File: src/rtl/fnd_scan_display.sv
// fnd_scan_display
// Captures a 14-bit binary value, converts it to four BCD digits with a
// sequential shift-add-3 engine (one bit per clock), and multiplexes the
// result onto a common-anode 4-digit seven-segment display.
module fnd_scan_display #(
    parameter int SCAN_DIV = 100000,
    parameter bit LZ_BLANK = 1'b1
) (
    input  logic        i_clk,
    input  logic        i_reset_n,
    input  logic [13:0] i_value,
    input  logic        i_load,
    input  logic        i_en,
    output logic [3:0]  o_FND_Digit,
    output logic [7:0]  o_FND_Font,
    output logic        o_busy,
    output logic        o_ovf
);

    localparam int PW = (SCAN_DIV > 2) ? $clog2(SCAN_DIV) : 1;
    localparam logic [PW-1:0] PRESC_MAX = PW'(SCAN_DIV - 1);

    localparam logic [0:0] S_IDLE = 1'b0;
    localparam logic [0:0] S_CONV = 1'b1;

    // conversion engine state
    logic [0:0]  state_q, state_d;
    logic [13:0] bin_q, bin_d;
    logic [15:0] bcd_q, bcd_d;
    logic [3:0]  cnt_q, cnt_d;
    logic        ovf_pend_q, ovf_pend_d;

    // committed display contents
    logic [15:0] shadow_q, shadow_d;
    logic        ovf_q, ovf_d;

    // scan timing and registered outputs
    logic [PW-1:0] presc_q;
    logic [1:0]    idx_q;
    logic [3:0]    digit_q, digit_d;
    logic [7:0]    font_q, font_d;

    logic [15:0] bcd_adj;
    logic [15:0] bcd_shift;
    logic [3:0]  blank;
    logic [3:0]  cur_nib;

    // Add 3 to every BCD nibble that is 5 or more before the shift.
    genvar gi;
    generate
        for (gi = 0; gi < 4; gi++) begin : g_adj
            assign bcd_adj[gi*4 +: 4] = (bcd_q[gi*4 +: 4] >= 4'd5) ?
                                        (bcd_q[gi*4 +: 4] + 4'd3) : bcd_q[gi*4 +: 4];
        end
    endgenerate

    assign bcd_shift = {bcd_adj[14:0], bin_q[13]};

    // A digit is blanked when it and every higher digit are zero; the units
    // digit always shows.
    assign blank[0] = 1'b0;
    generate
        for (gi = 1; gi < 4; gi++) begin : g_blank
            assign blank[gi] = LZ_BLANK && (shadow_q[15:gi*4] == '0);
        end
    endgenerate

    assign cur_nib = shadow_q[{idx_q, 2'b00} +: 4];

    function automatic logic [7:0] seg_code(input logic [3:0] d);
        case (d)
            4'd0:    seg_code = 8'hC0;
            4'd1:    seg_code = 8'hF9;
            4'd2:    seg_code = 8'hA4;
            4'd3:    seg_code = 8'hB0;
            4'd4:    seg_code = 8'h99;
            4'd5:    seg_code = 8'h92;
            4'd6:    seg_code = 8'h82;
            4'd7:    seg_code = 8'hF8;
            4'd8:    seg_code = 8'h80;
            4'd9:    seg_code = 8'h90;
            default: seg_code = 8'hFF;
        endcase
    endfunction

    // Next-state logic for the capture / conversion FSM.
    always_comb begin
        state_d    = state_q;
        bin_d      = bin_q;
        bcd_d      = bcd_q;
        cnt_d      = cnt_q;
        ovf_pend_d = ovf_pend_q;
        shadow_d   = shadow_q;
        ovf_d      = ovf_q;
        case (state_q)
            S_IDLE: begin
                if (i_load) begin
                    bin_d      = i_value;
                    bcd_d      = '0;
                    cnt_d      = '0;
                    ovf_pend_d = 1'b0;
                    state_d    = S_CONV;
                end
            end
            default: begin
                bin_d = {bin_q[12:0], 1'b0};
                bcd_d = bcd_shift;
                cnt_d = cnt_q + 4'd1;
                // A one leaving the thousands nibble means the value has a
                // ten-thousands digit, i.e. it exceeds 9999.
                ovf_pend_d = ovf_pend_q | bcd_adj[15];
                if (cnt_q == 4'd13) begin
                    state_d = S_IDLE;
                    ovf_d   = ovf_pend_q | bcd_adj[15];
                    if (!(ovf_pend_q | bcd_adj[15])) begin
                        shadow_d = bcd_shift;
                    end
                end
            end
        endcase
    end

    // Conversion engine and committed digit registers.
    always_ff @(posedge i_clk or negedge i_reset_n) begin
        if (!i_reset_n) begin
            state_q    <= S_IDLE;
            bin_q      <= '0;
            bcd_q      <= '0;
            cnt_q      <= '0;
            ovf_pend_q <= 1'b0;
            shadow_q   <= '0;
            ovf_q      <= 1'b0;
        end else begin
            state_q    <= state_d;
            bin_q      <= bin_d;
            bcd_q      <= bcd_d;
            cnt_q      <= cnt_d;
            ovf_pend_q <= ovf_pend_d;
            shadow_q   <= shadow_d;
            ovf_q      <= ovf_d;
        end
    end

    // Free-running prescaler stepping the digit index on every wrap.
    always_ff @(posedge i_clk or negedge i_reset_n) begin
        if (!i_reset_n) begin
            presc_q <= '0;
            idx_q   <= 2'd0;
        end else if (presc_q == PRESC_MAX) begin
            presc_q <= '0;
            idx_q   <= idx_q + 2'd1;
        end else begin
            presc_q <= presc_q + 1'b1;
        end
    end

    // Select anode and segment pattern for the current slot.
    always_comb begin
        digit_d = 4'b1111;
        font_d  = 8'hFF;
        if (i_en) begin
            digit_d = ~(4'b0001 << idx_q);
            if (ovf_q) begin
                font_d = 8'hBF;
            end else if (blank[idx_q]) begin
                font_d = 8'hFF;
            end else begin
                font_d = seg_code(cur_nib);
            end
        end
    end

    // Register the display drive so anode and segments change together.
    always_ff @(posedge i_clk or negedge i_reset_n) begin
        if (!i_reset_n) begin
            digit_q <= 4'b1111;
            font_q  <= 8'hFF;
        end else begin
            digit_q <= digit_d;
            font_q  <= font_d;
        end
    end

    assign o_FND_Digit = digit_q;
    assign o_FND_Font  = font_q;
    assign o_busy      = (state_q == S_CONV);
    assign o_ovf       = ovf_q;

endmodule
File: config.mk
export PLATFORM = sky130hd
export DESIGN_NAME = fnd_scan_display
export DESIGN_NICKNAME = d
export VERILOG_FILES = /design/src/rtl/fnd_scan_display.sv
export SDC_FILE = /design/constraint.sdc
export NUM_CORES = 1
export LEC_CHECK = 0
export CORE_ASPECT_RATIO = 1.4
export CORE_MARGIN = 2
export CORE_UTILIZATION = 32
export DETAILED_ROUTE_END_ITERATION = 10
export SYNTH_ARGS = -nofsm -noshare
export SYNTH_HDL_FRONTEND = slang
export SYNTH_SLANG_ARGS = --single-unit
File: constraint.sdc
create_clock -name i_clk -period 5.1 [get_ports i_clk]
set_input_delay 0.51 -clock i_clk [delete_from_list [all_inputs] [get_ports i_clk]]
set_output_delay 0.51 -clock i_clk [all_outputs]
set_load 0.02 [all_outputs]
# --- Word-level counts from Yosys, hierarchy flattened ---
# Memories as Yosys holds them, arrays and structs flattened.
# Cells that the tools add are included.
# W data, S select, Z words.
op_classes:
  add_sub_neg: 7
  n_lt_le_gt_ge: 5
  eq_ne: 2
  shift: 2
  mux: 22
  bitwise: 3
  n_reduce_logical: 6
op_table:
  columns: ["cell", "count"]
  rows:
  - ["$mux W16", 2]
  - ["$mux W14", 2]
  - ["$mux W4", 7]
  - ["$mux W8", 3]
  - ["$add A17 B1 Y17 const B", 1]
  - ["$eq A17 B17 Y1 const B", 1]
  - ["$mux W17", 1]
  - ["$add A4 B2 Y4 const B", 4]
  - ["$ge A4 B3 Y1 const B", 4]
  - ["$shiftx A16 B5 Y4", 1]
  - ["$logic_not A12 Y1", 1]
  - ["$logic_not A8 Y1", 1]
  - ["$mux W1", 6]
  - ["$add A4 B1 Y4 const B", 1]
  - ["$eq A4 B4 Y1 const B", 1]
  - ["$logic_not A4 Y1", 1]
  - ["$not A4 Y4", 1]
  - ["$shl A1 B2 Y4 const A", 1]
  - ["$lt A2 B3 Y1 const B", 1]
  - ["$reduce_and A3 Y1", 1]
  - ["$add A2 B1 Y2 const B", 1]
  - ["$bmux W1 S2", 1]
  - ["$reduce_and A2 Y1", 1]
  - ["$reduce_bool A2 Y1", 1]
  - ["2 further kinds", 2]
totals:
  register_bits: 84
  rom_bits: 112
  in_bits: 18
  out_inout_bits: 14
  elab_cells: 59
  memories: 1
memory_table:
  columns: ["name", "depth", "word_bits", "read_ports", "rd_clocked_by_memory_dff", "write_ports", "line", "source"]
  rows:
  - ["(name not given)", 16, 7, 1, 0, 0, "71", "case (d)"]

# --- Logic depth before layout (Yosys ltp) ---
# Gate-level depths: netlist of the first run.
logic_depth:
  ltp_word: 6
  depth_mapped: 7
  ltp_nobuf: 6

# --- Worst setup path before layout of the first run ---
# OpenSTA, ideal clock, no wires.
synth_path:
  kind: "reg2reg"
  startpoint: "register bcd_q[12]"
  endpoint: "register shadow_q[10]"
  setup_ns: 0.125
  arrival_time_ns: 2.006
  required_time_ns: 4.975
  path_slack_ns: 2.969
  path_stages_with_launch: 7
  n_path_buf: 1
  period_less_slack_ns: 2.131
  cell_sequence: "dfrtp_1 -> ha_1 -> nand2b_1 -> nor3b_2 -> a2111oi_4 -> buf_6 -> mux2_4"
synth_via:
  elab_chain_len: 5
  elab_cells_between_ends: 6
  cone_classes: "1 x add/sub; 1 x order compare; 1 x mux; 2 x bitwise; 1 x reduce/logical"
synth_lines:
  columns: ["item", "line", "source"]
  rows:
  - ["start: declaration", "29", "logic [15:0] bcd_q, bcd_d;"]
  - ["start signal: assignment", "128", "bcd_q <= '0;"]
  - ["start signal: assignment", "136", "bcd_q <= bcd_d;"]
  - ["$add A4 B2 Y4 or $ge A4 B3 Y1 (tied branches)", "53, 52", null]
  - ["$mux W4 (*)", "52", "assign bcd_adj[gi*4 +: 4] = (bcd_q[gi*4 +: 4] >= 4'd5) ?"]
  - ["$or A1 B1 Y1 (*)", "115", "if (!(ovf_pend_q | bcd_adj[15])) begin"]
  - ["$not A1 Y1 (no line) (*)", null, null]
  - ["$reduce_and A3 Y1 (no line) (*)", null, null]
  - ["end signal: assignment", "139", "shadow_q <= shadow_d;"]
  - ["end: declaration", "34", "logic [15:0] shadow_q, shadow_d;"]
# Mark *: on every way between the ends. The rest lies on a longest branch, timed or not.
# A chain may end at the register's enable or synchronous reset.

# --- Worst setup path after layout of the first run ---
layout_path:
  startpoint: "register state_q, in the netlist o_busy"
  endpoint: "output o_busy"
layout_lines:
  columns: ["item", "line", "source"]
  rows:
  - ["start: declaration", "27", "logic [0:0] state_q, state_d;"]
  - ["start signal: assignment", "134", "state_q <= state_d;"]
  - ["end: declaration", "16", "output logic o_busy,"]
# No word-level cell between the ends.

==> results.md, run 1 <==
* Status: finished, final reports clean
* Drt first pass iters at 5
* CP Launch Type: register
* Sequential share of power at 0.407
* Met3 usage at 0.0269
* Primary FF master, synth: dfrtp_1
* Post-CTS Hold Buffers at 0
* Grt met1 use at 0.146
* Multi-input gate area at 1980 µm²
* Combinational share of power at 0.317
* Syn_nets at 422
* Fin crit period at 2690 ps
* Reg-to-Reg End: shadow_q[6]$_DFFE_PN0P_
* Worst r2r src: o_busy$_DFF_PN0_
* First-pass GRT wire length at 13.2 mm
* CP Data Required Time at 4590 ps
* Number of post-CTS setup repair buffers at 0
* CTS tree: built
* Relative slew slack at 0.298
* Clock buffer depth at 2
* Io pins at 32
* TNS Setup at 0 ps
* Final Setup Violations at 0
* CP top delay family: flip-flops
* Gr usage total at 0.115
* Initial antenna violation count at 0
* Leak pwr at 2.25 nW
* Sequential share of the synthesized area at 0.495
* Vias in the first global route at 2806
* Peak Freq at 372 MHz
* Xor/xnor share of the synthesized area at 0.0435
* Crit path max fanout at 67
* Endpoint type of the worst setup path: output pin
* Die X at 101 µm
* Post-route setup slack at 2410 ps
* Cts bufs inserted at 9
* Slowest CP cell: dfrtp_2
* FF+latch count, synth at 83
* Worst Tran Pin Value at 1050 ps
* Clock root buffer: clkbuf_16
* R2R Setup Slk at 2520 ps
* Buffers on Ports at 30
* FF-to-FF path depth at 4
* Drt drc at 0
* Die footprint at 14200 µm²
* Net Sw Frac at 0.331
* Adder-cell share of the synthesized area at 0.0592
* Row count at 49
* Final non-filler cell total at 568
* Clock-pin slew on the worst setup and hold paths at 60 ps
* Max cap viols at 0
* # fillers at 1264
* Setup repair after global routing missed its margin: false
* Largest family of logic cells by synthesized area: simple AND/OR/NAND/NOR gates
* Routing usage on met2 at 0.188
* Largest net degree at the start of global routing at 84
* Pwr Density at 511 nW/µm²
* Synthesized area at 4230 µm²
* Kind of critical path: reg -> out
* Post-synth cell types at 47
* Core box area at 12900 µm²
* Number of diodes at 0
* Delay of the slowest critical-path stage at 1060 ps
* Synth Instances at 384
* Warnings, synthesis at 0
* Bufs and invs on worst path at 1
* CP cell instances: clkdlybuf4s50_1
* Clock share of power at 0.276
* Initial drt markers at 93
* H-tree Lvls at 3
* Fin. max-slew vios at 0
* Clock latency on the worst-skew pair at 330 ps
* Peak VDD IR at 0.189 mV
* Post-CTS resize count at 0
* Vias at 2776
* Synth Area in Simple Gates at 0.142
* Register area at 2090 µm²
* Starting Density at 0.328
* Proportion of synthesized area in mux cells at 0.125
* Grt peak-use layer: met2
* Post-synth EDFFs at 0
* Clock Skew at 6.30 ps
* Final Cycle Share at 0.527
* WL per Instance at 13.1 µm
* Hold Path Class: in -> async
* Post-synthesis average cell area at 11.0 µm²
* FFs w/ async S/R, synth at 1.00
* Critical Path AT at 2180 ps
* Die height at 140 µm
* Vias per inst at 4.89
* Dpl ws at 2490 ps
* Hpwl dp at 5.20 mm
* GP Congestion at 0.794
* ANT nets after route at 0
* CTS Sinks at 83
* Area Growth Syn to Fin at 17.8%
* Synthesized-area fraction occupied by ao, oa, aoi and oai cells at 0.0977
* Drt total wl at 7.47 mm
* Global route overflow at 0
* Switching pwr at 0.842 mW
* Inst Count DP at 552
* Int Power at 1.70 mW
* Final nets at 448
* Ratio of cells with drive above 1 in the final layout at 0.128
* Final Hold Viols at 0
* Worst hold slack at 357 ps
-- final cells by class --
type,instances,share of cell area
Inverter,20,0.0151
Sequential cell,83,0.420
Tap cell,153,0.0384
Timing Repair Buffer,32,0.0628
Clock buffer,12,0.0515
Clock inverter,4,0.0146
Multi-Input combinational cell,264,0.398
-- placed cells by master, fill, tap and decap left out, types with 12 or more instances in the layout --
cell              n
xnor2_1          15
nor2_1           18
mux2i_1          26
inv_1            20
o21ai_0          23
a21o_1           12
nor3b_1          12
clkdlybuf4s50_1  29
a21oi_1          15
dfrtp_1          71
nand2_1          42
ha_1             20
-- metal layers --
metal	wire, µm	part of all wire	vias up
li1	-	-	1377
met1	3270	0.44	1345
met2	3840	0.51	42
met3	196	0.026	12
met4	161	0.022	0
met5	0	0	-
-- cell families (layout without fill, tap and decap cells) --
kind of cell             count (synthesis)  after routing
adder cells (fa/ha/maj)                 20             20
buffers and inverters                   37             68
AO/OA/AOI/OAI                           63             63
multiplexers                            44             44
flip-flops                              83             83
other                                    1              1
XOR/XNOR                                21             21
AND/OR/NAND/NOR                        115            115
-- worst max-delay path by stage --
stage,startpoint,endpoint,slack [ps],depth (start not counted)
3_5_place_dp,o_busy$_DFF_PN0_,shadow_q[6]$_DFFE_PN0P_,2490,4
5_1_grt,o_busy$_DFF_PN0_,shadow_q[6]$_DFFE_PN0P_,2240,4
2_1_floorplan,bcd_q[12]$_DFFE_PN0P_,shadow_q[10]$_DFFE_PN0P_,2970,6
4_1_cts,o_busy$_DFF_PN0_,o_busy,2380,1
3_3_place_gp,o_busy$_DFF_PN0_,shadow_q[3]$_DFFE_PN0P_,2610,4
6_report,o_busy$_DFF_PN0_,o_busy,2410,1
-- power by group through the flow --
stage                     Combinational (mW)  Sequential (mW)  Clock, mW
after floorplan                        0.641            0.988          0
after global placement                 0.784             1.04          0
after detailed placement               0.814             1.05          0
after CTS                              0.818             1.04      0.723
after global routing                   0.916             1.07      0.758
final                                  0.807             1.04      0.704
-- cell usage after synthesis (all sizes together) (4+ instances only) --
cell type,n,area [µm²]
a21oi,15,75.1
o21ai,24,131
dfstp,11,289
nor3,8,51.3
nand2,42,158
xnor2,15,131
mux2,14,180
dfrtp,72,1800
a21o,12,90.1
mux4,4,90.1
inv,20,75.1
mux2i,26,260
nor3b,13,103
clkbuf,11,41.3
nand2b,7,43.8
nor2,18,67.6
buf,6,40.0
ha,20,250
nand3,5,25.0
xor2,6,52.6
nand4,5,31.3
-- registers in the layout, indices dropped and copies added, names as in the netlist --
signal,flops
presc_q,17
bcd_q,16
shadow_q,16
bin_q,14
o_FND_Font,7
cnt_q,4
o_FND_Digit,4
idx_q,2
o_busy,1
o_ovf,1
ovf_pend_q,1
-- worst reg2reg max path, delay by kind of cell (launching register included) --
family | cells | cell delay, ps
buffers and inverters | 1 | 320
DFF | 1 | 1060
and+or+nand+nor | 1 | 410
muxes | 1 | 370
AOI/OAI and AO/OA | 1 | 300
-- per-stage QoR --
stage	total power [mW]	cell area (µm²)	util
after floorplan	1.63	4230	-
after global placement	1.83	4650	0.361
after detailed placement	1.86	4650	0.361
after CTS	2.58	4980	0.387
after global routing	2.74	4980	0.387
final	2.55	4980	0.387
Power figures use the tool's default switching activity.
==> run 2: changes to the inputs <==
Clock period 5.1 ns to 2.8 ns, I/O delays scaled along.
==> results.md, run 2 (same netlist as run 1, synthesis figures left out) <==
* Status: finished, final reports clean
* Top routing layer used: met4
* Fin. max-slew vios at 0 (unchanged)
* Initial antenna violation count at 0 (unchanged)
* R2R Setup Slk at 670 ps (-1850 ps)
* Slowest CP cell: dfrtp_1
* Vias at 2777 (+0.036%)
* Worst Tran Pin Value at 600 ps (-452 ps)
* Commonest non-fill, non-tap cell in the layout: dfrtp_1
* Top Registers: presc_q x17, bcd_q x16, shadow_q x16
* Final nets at 451 (+0.67%)
* Inst Count DP at 554 (+0.36%)
* Peak Freq at 469 MHz
* # fillers at 1216 (-3.8%)
* Most frequent cells in the layout: dfrtp_1 (71), nand2_1 (42), clkdlybuf4s50_1 (29), mux2i_1 (26), o21ai_0 (23)
* Drt first pass iters at 4 (-1)
* Hold path depth at 2
* Fin crit period at 2130 ps
* Core box area at 12900 µm² (unchanged)
* Clock buffer depth at 2 (unchanged)
* Clock root buffer: clkbuf_16
* First-pass GRT wire length at 13.0 mm (-1.7%)
* Post-CTS resize count at 0 (unchanged)
* Clock latency on the worst-skew pair at 340 ps (about the same)
* Leak pwr at 2.27 nW (+1.0%)
* Drt drc at 0 (unchanged)
* WL per Instance at 13.2 µm (+0.22%)
* Cts bufs inserted at 9 (unchanged)
* Final Setup Violations at 0 (unchanged)
* Register area at 2090 µm² (unchanged)
* Number of post-CTS setup repair buffers at 0 (unchanged)
* Initial drt markers at 96 (+3.2%)
* Critical Path AT at 2350 ps (+170 ps)
* Vias in the first global route at 2813 (+0.25%)
* Multi-input gate area at 1980 µm² (unchanged)
* Met1 WL at 3.42 mm (+4.5%)
* Relative slew slack at 0.599 (+0.301)
* Final Cycle Share at 0.761
* Global route overflow at 0 (unchanged)
* CTS tree: built
* Metal2 WL at 3.77 mm (-1.7%)
* DP Area at 4690 µm² (+0.86%)
* Hpwl dp at 5.42 mm (+4.2%)
* Delay of the slowest critical-path stage at 450 ps (-610 ps)
* CP Launch Type: register
* FF-to-FF path depth at 6 (+2)
* Area Growth Syn to Fin at 19.0%
* Largest Register: presc_q
* Pwr Density at 922 nW/µm² (+80%)
* Clock Skew at 6.13 ps (-0.167 ps)
* Max reg flops at 17 (unchanged)
* Vias per inst at 4.86 (-0.49%)
* Pwr Total at 4.64 mW (+82%)
* Die height at 140 µm (unchanged)
* Finished layout cell area at 5030 µm² (+1.0%)
* Drt total wl at 7.52 mm (+0.75%)
* Endpoint type of the worst setup path: register
* Largest net degree at the start of global routing at 46 (-45%)
* Die X at 101 µm (unchanged)
* Hold Path Class: reg -> reg
* Clock-pin slew on the worst setup and hold paths at 60 ps (about the same)
* Worst r2r src: bcd_q[12]$_DFFE_PN0P_
* Buffers on Ports at 30 (unchanged)
* Final core utilization at 0.391 (+0.00389)
* Setup repair after global routing missed its margin: false
* Met3 Wirelength at 189 µm (-3.6%)
* Ratio of cells with drive above 1 in the final layout at 0.132 (+0.00387)
* Gr usage total at 0.114 (-0.00113)
* Number of diodes at 0 (unchanged)
* Starting Density at 0.328 (unchanged)
* Reg-to-Reg End: shadow_q[7]$_DFFE_PN0P_
* Io pins at 32 (unchanged)
* CTS Sinks at 83 (unchanged)
* CP top delay family: flip-flops
* CP Data Required Time at 3020 ps (-1570 ps)
* WHS Endpoint: bin_q[5]$_DFFE_PN0P_
* Row count at 49 (unchanged)
* Crit path max fanout at 17 (-75%)
* CP cell instances: ha_1 -> nand2b_1 -> nor3b_2 -> a2111oi_4 -> buf_4 -> mux2_2
* GP Congestion at 0.810 (+1.9%)
* ANT nets after route at 0 (unchanged)
* Hold_sp: bin_q[4]$_DFFE_PN0P_
* Peak VDD IR at 0.346 mV (+83%)
* Kind of critical path: reg -> reg
* Final Hold Viols at 0 (unchanged)
* Bufs and invs on worst path at 1 (unchanged)
* Die footprint at 14200 µm² (unchanged)
* TNS Setup at 0 ps (unchanged)
* Max cap viols at 0 (unchanged)
* H-tree Lvls at 3 (unchanged)
* Final non-filler cell total at 571 (+0.53%)
[run 2: final cells by class]
cell class	instances	area share
flip-flops and latches	83	0.416
clock buffers	12	0.0510
well taps	153	0.0381
multi-input cells	264	0.394
inverters	20	0.0149
repair buffers	35	0.0721
clock inverters	4	0.0144
[run 2: worst max-delay path by stage]
stage,startpoint,end,slack [ps],depth (start not counted)
6_report,bcd_q[12]$_DFFE_PN0P_,shadow_q[7]$_DFFE_PN0P_,670,6
5_1_grt,idx_q[1]$_DFFE_PN0N_,o_FND_Font[6]$_DFF_PN1_,510,4
4_1_cts,bcd_q[12]$_DFFE_PN0P_,shadow_q[1]$_DFFE_PN0P_,660,6
3_5_place_dp,bcd_q[12]$_DFFE_PN0P_,shadow_q[1]$_DFFE_PN0P_,680,6
3_3_place_gp,bcd_q[12]$_DFFE_PN0P_,shadow_q[6]$_DFFE_PN0P_,740,6
2_1_floorplan,bcd_q[12]$_DFFE_PN0P_,shadow_q[10]$_DFFE_PN0P_,670,6
[run 2: metrics by stage]
step	hold WS (ps)	setup WS, ps
floorplan	-15.6	669
global placement	324	740
detailed placement	325	680
CTS	487	662
global route	509	509
finish	486	669
[run 2: what timing repair did]
action / CTS / global route
setup endpoints to repair: 0 / 0
endpoints found under the hold margin: 44 / 0
hold buffers: 1 / 0
[run 2: report_power, final]
| group | switching, mW | total (mW) | internal (mW) |
|---|---|---|---|
| combinational | 0.780 | 1.53 | 0.752 |
| sequential | 0.296 | 1.83 | 1.54 |
| clock | 0.446 | 1.27 | 0.828 |
[run 2: routing by layer]
metal,up-vias,track usage
met2,32,0.186
li1,1386,-
met4,0,0.0484
met1,1351,0.141
met3,8,0.0319
met5,-,0
[run 2: worst min-delay path: cells and delay by family, from the launching register on]
family | cells | cell delay (ps)
AOI/OAI and AO/OA | 1 | 60
DFF | 1 | 340
and+or+nand+nor | 1 | 50
==> run 3: changes to the inputs <==
Clock period 2.8 ns to 1.82 ns, I/O delays scaled along.
==> results.md, run 3 (same netlist as run 1, synthesis figures left out) <==
* Pwr Density at 1360 nW/µm² (+47%)
* Global route overflow at 0 (unchanged)
* CTS Sinks at 83 (unchanged)
* Relative slew slack at 0.663 (+0.0646)
* Ratio of cells with drive above 1 in the final layout at 0.217 (+0.0849)
* Status: complete, but fails checks
* Critical Path AT at 2050 ps (-300 ps)
* Clock-pin slew on the worst setup and hold paths at 60 ps (about the same)
* Clock Skew at 5.82 ps (-0.313 ps)
* Core box area at 12900 µm² (unchanged)
* Die height at 140 µm (unchanged)
* Io pins at 32 (unchanged)
* Post-route setup slack at -13.1 ps (-682 ps)
* CP top delay family: buffers and inverters
* Hold Path Class: in -> async
* First-pass GRT wire length at 13.6 mm (+5.0%)
* Initial antenna violation count at 0 (unchanged)
* CP Data Required Time at 2040 ps (-980 ps)
* Finished layout cell area at 5320 µm² (+5.7%)
* Initial drt markers at 98 (+2.1%)
* Endpoint type of the worst setup path: register
* Largest net degree at the start of global routing at 40 (-13%)
* Pwr Total at 7.22 mW (+56%)
* DP Area at 4860 µm² (+3.6%)
* Vias at 2978 (+7.2%)
* Die X at 101 µm (unchanged)
* Peak VDD IR at 0.552 mV (+60%)
* Number of diodes at 0 (unchanged)
* Top Registers: presc_q x17, bcd_q x16, shadow_q x16
* Gr usage total at 0.121 (+0.00637)
* Final Hold Viols at 0 (unchanged)
* Leak pwr at 2.41 nW (+6.2%)
* Max cap viols at 0 (unchanged)
* Commonest non-fill, non-tap cell in the layout: dfrtp_1
* Hpwl dp at 5.75 mm (+6.1%)
* Drt total wl at 8.34 mm (+11%)
* Inst Count DP at 574 (+3.6%)
* Starting Density at 0.328 (unchanged)
* Fin crit period at 1830 ps (-298 ps)
* Final nets at 481 (+6.7%)
* Bufs and invs on worst path at 3 (+2)
* Max reg flops at 17 (unchanged)
* TNS Setup at -33.2 ps (-33.2 ps)
* Setup repair after global routing missed its margin: true
* Final Cycle Share at 1.01 (+0.246)
* H-tree Lvls at 3 (unchanged)
* Slowest CP cell: dfrtp_1
* Dpl ws at -69.9 ps (-750 ps)
* Worst hold slack at 351 ps (-135 ps)
* Fin. max-slew vios at 0 (unchanged)
* Clock latency on the worst-skew pair at 340 ps (about the same)
* Failing checks: negative setup slack
* Vias in the first global route at 2963 (+5.3%)
* Area Growth Syn to Fin at 25.8%
* GP Congestion at 0.769 (-5.0%)
* WL per Instance at 13.9 µm (+5.3%)
* CP cell instances: inv_2 -> ha_2 -> nand2b_4 -> nor3b_4 -> a2111oi_4 -> buf_4 -> clkbuf_16 -> mux2_4
* Final non-filler cell total at 601 (+5.3%)
* Crit path max fanout at 7 (-10)
* Buffers on Ports at 30 (unchanged)
* CP Launch Type: register
* Delay of the slowest critical-path stage at 360 ps (-90 ps)
* Row count at 49 (unchanged)
* Kind of critical path: reg -> reg
* Drt first pass iters at 5 (+1)
* Drt drc at 0 (unchanged)
* FF-to-FF path depth at 8 (+2)
* Clock buffer depth at 2 (unchanged)
* ANT nets after route at 0 (unchanged)
* Largest Register: presc_q
* CTS tree: built
* Cts bufs inserted at 9 (unchanged)
* Most frequent cells in the layout: dfrtp_1 (69), nand2_1 (42), clkdlybuf4s50_1 (29), buf_4 (29), mux2i_1 (26)
* Worst Tran Pin Value at 505 ps (-95.6 ps)
* Peak Freq at 546 MHz (+16%)
* Die footprint at 14200 µm² (unchanged)
* Worst path depth at 8 (+2)
* Final Setup Violations at 6 (+6)
* Vias per inst at 4.96 (+1.9%)
* Final core utilization at 0.413 (+0.0224)
* Clock root buffer: clkbuf_16
==> run 3: cell count changes in the layout (fill, tap and decap cells not counted), sizes merged <==
cell	delta
clkbuf	+2
clkinvlp	-1
mux4	+1
bufinv	-2
clkinv	+2
buf	+28
==> run 3: final timing paths <==
path	endpoint	startpoint	slack, ps
min	bcd_q[2]$_DFFE_PN0P_	i_reset_n	350
min in group i_clk	bin_q[0]$_DFFE_PN0P_	i_value[0]	460
max	shadow_q[9]$_DFFE_PN0P_	bcd_q[13]$_DFFE_PN0P_	-10
max reg2reg	shadow_q[9]$_DFFE_PN0P_	bcd_q[13]$_DFFE_PN0P_	-10
min reg2reg	presc_q[0]$_DFF_PN0_	presc_q[0]$_DFF_PN0_	490
max in group asynchronous	o_FND_Font[1]$_DFF_PN1_	i_reset_n	870
==> run 3: cell type report <==
cell class	count	area (µm²)
fillers	1260	7550
multi-input cells	265	2090
clock buffers	13	250
clock inverters	3	15.0
inverters	20	75.1
flip-flops and latches	83	2090
well taps	153	191
repair buffers	64	606
==> run 3: report_power, final <==
group          internal (mW)  switching (mW)
sequential              2.37           0.406
clock                  0.956           0.700
combinational           1.41            1.38
total                   4.73            2.49
==> run 3: what timing repair did <==
action                                  4_1_cts  5_1_grt
setup buffers                                 2        6
hold buffers                                  1        0
gates resized for setup                       3       19
pin swaps                                     0        1
gates cloned                                  0        2
endpoints found under the setup margin       14       23
hold endpoints to repair                     31        0
==> run 3: metal layers <==
metal / part of all wire / track usage / up-vias / wire length [µm]
met5: 0 / 0 / - / 0
met2: 0.51 / 0.200 / 45 / 4260
li1: - / - / 1451 / -
met4: 0.027 / 0.0583 / 0 / 223
met1: 0.44 / 0.145 / 1465 / 3640
met3: 0.026 / 0.0289 / 17 / 213
